<file path="config.mk">
export PLATFORM = sky130hd
export DESIGN_NAME = uart_csr_arb
export DESIGN_NICKNAME = d
export VERILOG_FILES = /design/src/rtl/uart_csr_arb.sv
export SDC_FILE = /design/constraint.sdc
export NUM_CORES = 1
export LEC_CHECK = 0
export CAP_MARGIN = 20
export CELL_PAD_IN_SITES_DETAIL_PLACEMENT = 1
export CELL_PAD_IN_SITES_GLOBAL_PLACEMENT = 2
export CORE_MARGIN = 2
export CORE_UTILIZATION = 23
export CTS_CLUSTER_DIAMETER = 150
export CTS_CLUSTER_SIZE = 8
export DETAILED_ROUTE_END_ITERATION = 8
export GPL_ROUTABILITY_DRIVEN = 0
export PLACE_DENSITY = 0.85
export SLEW_MARGIN = 5
export SYNTH_ARGS = -nofsm -noshare
export SYNTH_HDL_FRONTEND = slang
export SYNTH_SLANG_ARGS = --single-unit
</file>
<file path="constraint.sdc">
create_clock -name clk -period 4.5 [get_ports clk]
set_input_delay 0.45 -clock clk [delete_from_list [all_inputs] [get_ports clk]]
set_output_delay 0.45 -clock clk [all_outputs]
set_load 0.005 [all_outputs]
</file>
<file path="src/rtl/uart_csr_arb.sv">
// uart_csr_arb
// Round-robin arbiter and sequencer that serialises CSR read/write requests
// from two masters (m0 = host bus bridge, m1 = debug/command port) onto one
// CSR port, then returns registered read data and a one-cycle ack.
//
// Ports
//   clk, rstn        clock and synchronous active-low reset
//   mN_req/we/addr/strb/wdata   request from master N, held until mN_ack
//   mN_ack           one-cycle completion pulse to master N
//   mN_rdata         registered read data, valid in the mN_ack cycle
//   cs/wen/addr/strb/wdata      CSR port, all registered
//   rdata            CSR read data, combinational from addr
//   busy             high whenever the sequencer is not idle
//
// Sequence: IDLE -> ACCESS (cs cycle) -> [WAIT x RD_LAT reads only] -> ACK.
// The CSR addr/strb/wdata registers double as the latched request fields, so
// they hold through WAIT and keep their last value until the next grant.

module uart_csr_arb #(
   parameter int ADDR_WIDTH = 16,
   parameter int DATA_WIDTH = 32,
   parameter int STRB_WIDTH = 4,
   parameter int RD_LAT     = 0
) (
   input  logic                  clk,
   input  logic                  rstn,
   input  logic                  m0_req,
   input  logic                  m0_we,
   input  logic [ADDR_WIDTH-1:0] m0_addr,
   input  logic [STRB_WIDTH-1:0] m0_strb,
   input  logic [DATA_WIDTH-1:0] m0_wdata,
   output logic                  m0_ack,
   output logic [DATA_WIDTH-1:0] m0_rdata,
   input  logic                  m1_req,
   input  logic                  m1_we,
   input  logic [ADDR_WIDTH-1:0] m1_addr,
   input  logic [STRB_WIDTH-1:0] m1_strb,
   input  logic [DATA_WIDTH-1:0] m1_wdata,
   output logic                  m1_ack,
   output logic [DATA_WIDTH-1:0] m1_rdata,
   output logic                  cs,
   output logic                  wen,
   output logic [ADDR_WIDTH-1:0] addr,
   output logic [STRB_WIDTH-1:0] strb,
   output logic [DATA_WIDTH-1:0] wdata,
   input  logic [DATA_WIDTH-1:0] rdata,
   output logic                  busy
);

   typedef enum logic [1:0] {
      ST_IDLE   = 2'd0,
      ST_ACCESS = 2'd1,
      ST_WAIT   = 2'd2,
      ST_ACK    = 2'd3
   } state_t;

   localparam logic [1:0] LAT_INIT = 2'(RD_LAT);
   localparam bit         NO_WAIT  = (RD_LAT == 0);

   state_t     state_r;
   logic       last_r;   // id of the most recently acknowledged master
   logic       win_r;    // id of the master owning the current transaction
   logic [1:0] cnt_r;    // remaining read-latency cycles while in WAIT

   logic any_req_s;
   logic gnt_id_s;

   // m1 wins when it is the only requester, or on a tie when m0 went last.
   assign any_req_s = m0_req | m1_req;
   assign gnt_id_s  = m1_req & (~m0_req | ~last_r);

   // Sequencer FSM with all outputs registered.
   always_ff @(posedge clk) begin
      if (!rstn) begin
         state_r  <= ST_IDLE;
         last_r   <= 1'b1;
         win_r    <= 1'b0;
         cnt_r    <= 2'd0;
         cs       <= 1'b0;
         wen      <= 1'b0;
         addr     <= '0;
         strb     <= '0;
         wdata    <= '0;
         busy     <= 1'b0;
         m0_ack   <= 1'b0;
         m1_ack   <= 1'b0;
         m0_rdata <= '0;
         m1_rdata <= '0;
      end else begin
         case (state_r)
            ST_IDLE: begin
               if (any_req_s) begin
                  win_r   <= gnt_id_s;
                  cs      <= 1'b1;
                  busy    <= 1'b1;
                  state_r <= ST_ACCESS;
                  if (gnt_id_s) begin
                     wen   <= m1_we;
                     addr  <= m1_addr;
                     strb  <= m1_strb;
                     wdata <= m1_wdata;
                  end else begin
                     wen   <= m0_we;
                     addr  <= m0_addr;
                     strb  <= m0_strb;
                     wdata <= m0_wdata;
                  end
               end else begin
                  state_r <= ST_IDLE;
               end
            end
            ST_ACCESS: begin
               cs  <= 1'b0;
               wen <= 1'b0;
               // wen still carries the latched write flag during this cycle
               if (wen || NO_WAIT) begin
                  if (!wen) begin
                     if (win_r) begin
                        m1_rdata <= rdata;
                     end else begin
                        m0_rdata <= rdata;
                     end
                  end
                  if (win_r) begin
                     m1_ack <= 1'b1;
                  end else begin
                     m0_ack <= 1'b1;
                  end
                  state_r <= ST_ACK;
               end else begin
                  cnt_r   <= LAT_INIT;
                  state_r <= ST_WAIT;
               end
            end
            ST_WAIT: begin
               if (cnt_r == 2'd1) begin
                  if (win_r) begin
                     m1_rdata <= rdata;
                     m1_ack   <= 1'b1;
                  end else begin
                     m0_rdata <= rdata;
                     m0_ack   <= 1'b1;
                  end
                  cnt_r   <= 2'd0;
                  state_r <= ST_ACK;
               end else begin
                  cnt_r <= cnt_r - 2'd1;
               end
            end
            ST_ACK: begin
               m0_ack  <= 1'b0;
               m1_ack  <= 1'b0;
               last_r  <= win_r;
               busy    <= 1'b0;
               state_r <= ST_IDLE;
            end
            default: begin
               state_r <= ST_IDLE;
               cs      <= 1'b0;
               wen     <= 1'b0;
               busy    <= 1'b0;
               m0_ack  <= 1'b0;
               m1_ack  <= 1'b0;
               cnt_r   <= 2'd0;
            end
         endcase
      end
   end

endmodule

</file>
==> run metrics <==
run status=finished, final reports clean; Seq/Total Area, Yosys=roughly 51%; via count=~4900; clock buffer depth=2; most frequent cells in the layout=clkdlybuf4s50_1 (261), nand2_1 (130), dfxtp_1 (127), a21oi_1 (121), mux2i_1 (56); GRT Total Usage=15.29%; Max-Cap Viols=0; placed cell areas=between 7000 and 8000 sq um; die height=~150 um; post-DR vias/cell=4.436; Worst Hold Class=flop to flop; total wire length=approximately 17000 um; Tmin final=between 2 and 2.5 ns; Initial DRC Count=118; Netlist cell types=29; crit-path max cell delay=around 0.79 ns; FF/Latch Area=2542 sq um; Final Hold Viols=0; largest family of logic cells by synthesized area=compound AO/OA/AOI/OAI gates; CTS sink cnt=about 130; port bufs=between 200 and 300; largest net degree at the start of global routing=between 50 and 60; Psw=1537 uW; post-DR wirelength/cell=15.53 um; grt ovf=0; Sum Neg Setup Slack=0 ns; CP max-delay cell=and3b_1; Final ANT Viol Nets=0; Syn. warnings=0; Clk Latency, worst-skew pair=roughly 0.42 ns; R2R depth=7; Sequential Power Share=roughly a third; antenna violations before repair=0; internal power=approximately 3200 uW; NumNets Final=between 900 and 1000; Synth top area share=51.25%; CTS Root Cell=clkbuf_16; critical path class=flop to flop; Worst R2R End=m0_rdata[24]; DP Wirelength=roughly 13000 um; area grow syn2layout=69.18%; part of the cycle the worst path needs=a little under three fifths; Power Total=4701 uW; library cell with the largest summed area after synthesis=dfxtp_1; leak pwr=between 0.003 and 0.004 uW; relative slew slack=around 39%; Startpoint Class=flop; # fillers=between 2000 and 2500; Worst IR Drop VDD=around 0.28 mV; Post-CTS Resized=0; 1st-pass router iterations=4; Hold Path End=m0_rdata[11]; Starting Density=between 20% and 30%; cts hold-fix bufs=0; commonest non-fill, non-tap cell in the layout=clkdlybuf4s50_1; Final Skew=between 0.01 and 0.015 ns; Worst setup EP type=flop; critical path required time=~4.8 ns; final setup fails=0; post-synthesis compound-gate area fraction=19.02%; HP Start=m0_rdata[11]; Tightest Pin Transition=just over 0.9 ns; multi-input logic area=around 2200 sq um; std cell rows=53; RSZ-0062 raised after global routing=no; Clk pin slew, worst setup/hold paths=roughly 0.060 ns; worst path cell trace=inv_1, ha_1, a21boi_1, and3b_1, buf_4, nand2_1, a21oi_1; share of power burned in the clock network=between 20 and 30%; Crit Path Max Fanout=23; Synth Area in Simple Gates=between 10% and 20%; chip width=~150 um; Avg Inst Size Synth=8.628 sq um; drt drc=0; fmax=around 0.40 GHz; Mapped Area=4961 sq um; hold depth=2; Post-Synth XOR/XNOR Area=0%; Comb pwr share=a little under two fifths; net switching fraction of the power=roughly a third; layout cells sized above 1=5.516%; R2R Setup Slk=between 2 and 2.5 ns; top cells by area, synth=dfxtp_1 (51%), a21oi_1 (12%), mux2i_1 (11%); Post-CTS Setup Bufs=0; Core Area=21090 sq um; H-tree depth=4; TritonCTS buffer count=17; CP arrival=approximately 2.8 ns; Power Dens Cells=roughly 560 nW/um^2; Max Slew Vio Count=0; Synth Area in Adders=under 10%; vias in the first global route=between 5000 and 6000; diode count=0; mux cell area share after synthesis=roughly 12%; number of synthesized register bits=approximately 130; R2R Path Start=state_r[1]; Post-Synthesis Cells=575; CTS tree=yes; Die Area=between 20000 and 25000 sq um; syn_nets=between 700 and 800; post-route cell area=8393 sq um; first-pass GRT wire length=~27000 um; Top Ports=between 200 and 300
==> cells by family after synthesis <==
kind of cell / after synthesis
adders and majority gates: 7
DFF: 127
and+or+nand+nor: 150
AOI/OAI and AO/OA: 183
muxes: 57
buffers and inverters: 51
==> routing by layer <==
layer	global-route usage [%]	routed length, um	vias to the layer above
met5	0	0	-
met3	7.681	1948	14
li1	-	-	2455
met4	4.860	205	0
met1	17.14	7110	2251
met2	25.36	7958	199
==> flip-flops by register name (all words and copies together) (netlist names) <==
name	cells
win_r	1
m1_rdata	32
m0_rdata	32
wdata	32
busy	1
strb	4
wen	1
cs	1
cnt_r	2
last_r	1
m1_ack	1
addr	16
state_r	2
m0_ack	1
==> area by class of cell <==
| type | count | share of cell area [%] |
|---|---|---|
| Multi-Input combinational cell | 397 | 26.24 |
| Sequential cell | 127 | 30.29 |
| Tap cell | 275 | 4.100 |
| Clock inverter | 13 | 1.506 |
| Timing Repair Buffer | 272 | 32.32 |
| Inverter | 6 | 0.2683 |
| Clock buffer | 19 | 5.277 |
==> cell usage after synthesis <==
| master | n |
|---|---|
| a21boi_1 | 1 |
| a21boi_2 | 1 |
| a21o_1 | 1 |
| a21oi_1 | 121 |
| a22oi_1 | 1 |
| a311oi_1 | 2 |
| a31oi_1 | 1 |
| and3_1 | 1 |
| and3b_1 | 1 |
| buf_1 | 1 |
| buf_2 | 12 |
| buf_4 | 5 |
| clkbuf_1 | 27 |
| dfxtp_1 | 127 |
| ha_1 | 7 |
| inv_1 | 5 |
| inv_2 | 1 |
| mux2_2 | 1 |
| mux2i_1 | 56 |
| nand2_1 | 130 |
| nand2b_1 | 3 |
| nand3_1 | 2 |
| nand3b_1 | 1 |
| nor2_1 | 10 |
| nor2b_1 | 1 |
| o21a_1 | 1 |
| o21ai_0 | 53 |
| o21bai_1 | 1 |
| or4_1 | 1 |
==> stage by stage <==
stage / hold WS [ns] / instances / utilization (%) / setup slack, ns
CTS: 0.4552 / 1108 / 39.67 / 1.873
global route: 0.4761 / 1109 / 39.80 / 1.756
finish: 0.4518 / 1109 / 39.80 / 2.005
global placement: 0.4415 / 1076 / 36.97 / 1.836
floorplan: 0.4527 / 575 / - / 2.784
detailed placement: 0.4459 / 1076 / 36.97 / 1.777
==> worst max-delay path: cells and delay by family, from the launching register on <==
kind	cells	cell delay [ns]
and+or+nand+nor	2	0.86
buffers and inverters	2	0.42
DFF	1	0.41
AOI/OAI and AO/OA	2	0.39
adders and majority gates	1	0.32
==> power groups by stage <==
stage,Combinational [uW],Sequential [uW],Clock (uW)
after floorplan,728,1670,0
after global placement,1730,1650,0
after detailed placement,1750,1660,0
after CTS,1760,1640,1390
after global routing,1930,1680,1430
final,1730,1640,1340
==> worst max path at each step <==
stage | start | to | depth (start not counted)
6_report | state_r[1] | m0_rdata[24] | 7
3_3_place_gp | m1_req | wdata[22] | 5
2_1_floorplan | state_r[0] | m0_rdata[10] | 8
5_1_grt | state_r[1] | m0_rdata[30] | 7
3_5_place_dp | m1_req | wdata[30] | 5
4_1_cts | state_r[1] | m1_rdata[10] | 7
Note: power is estimated with default switching activity, not from simulation.
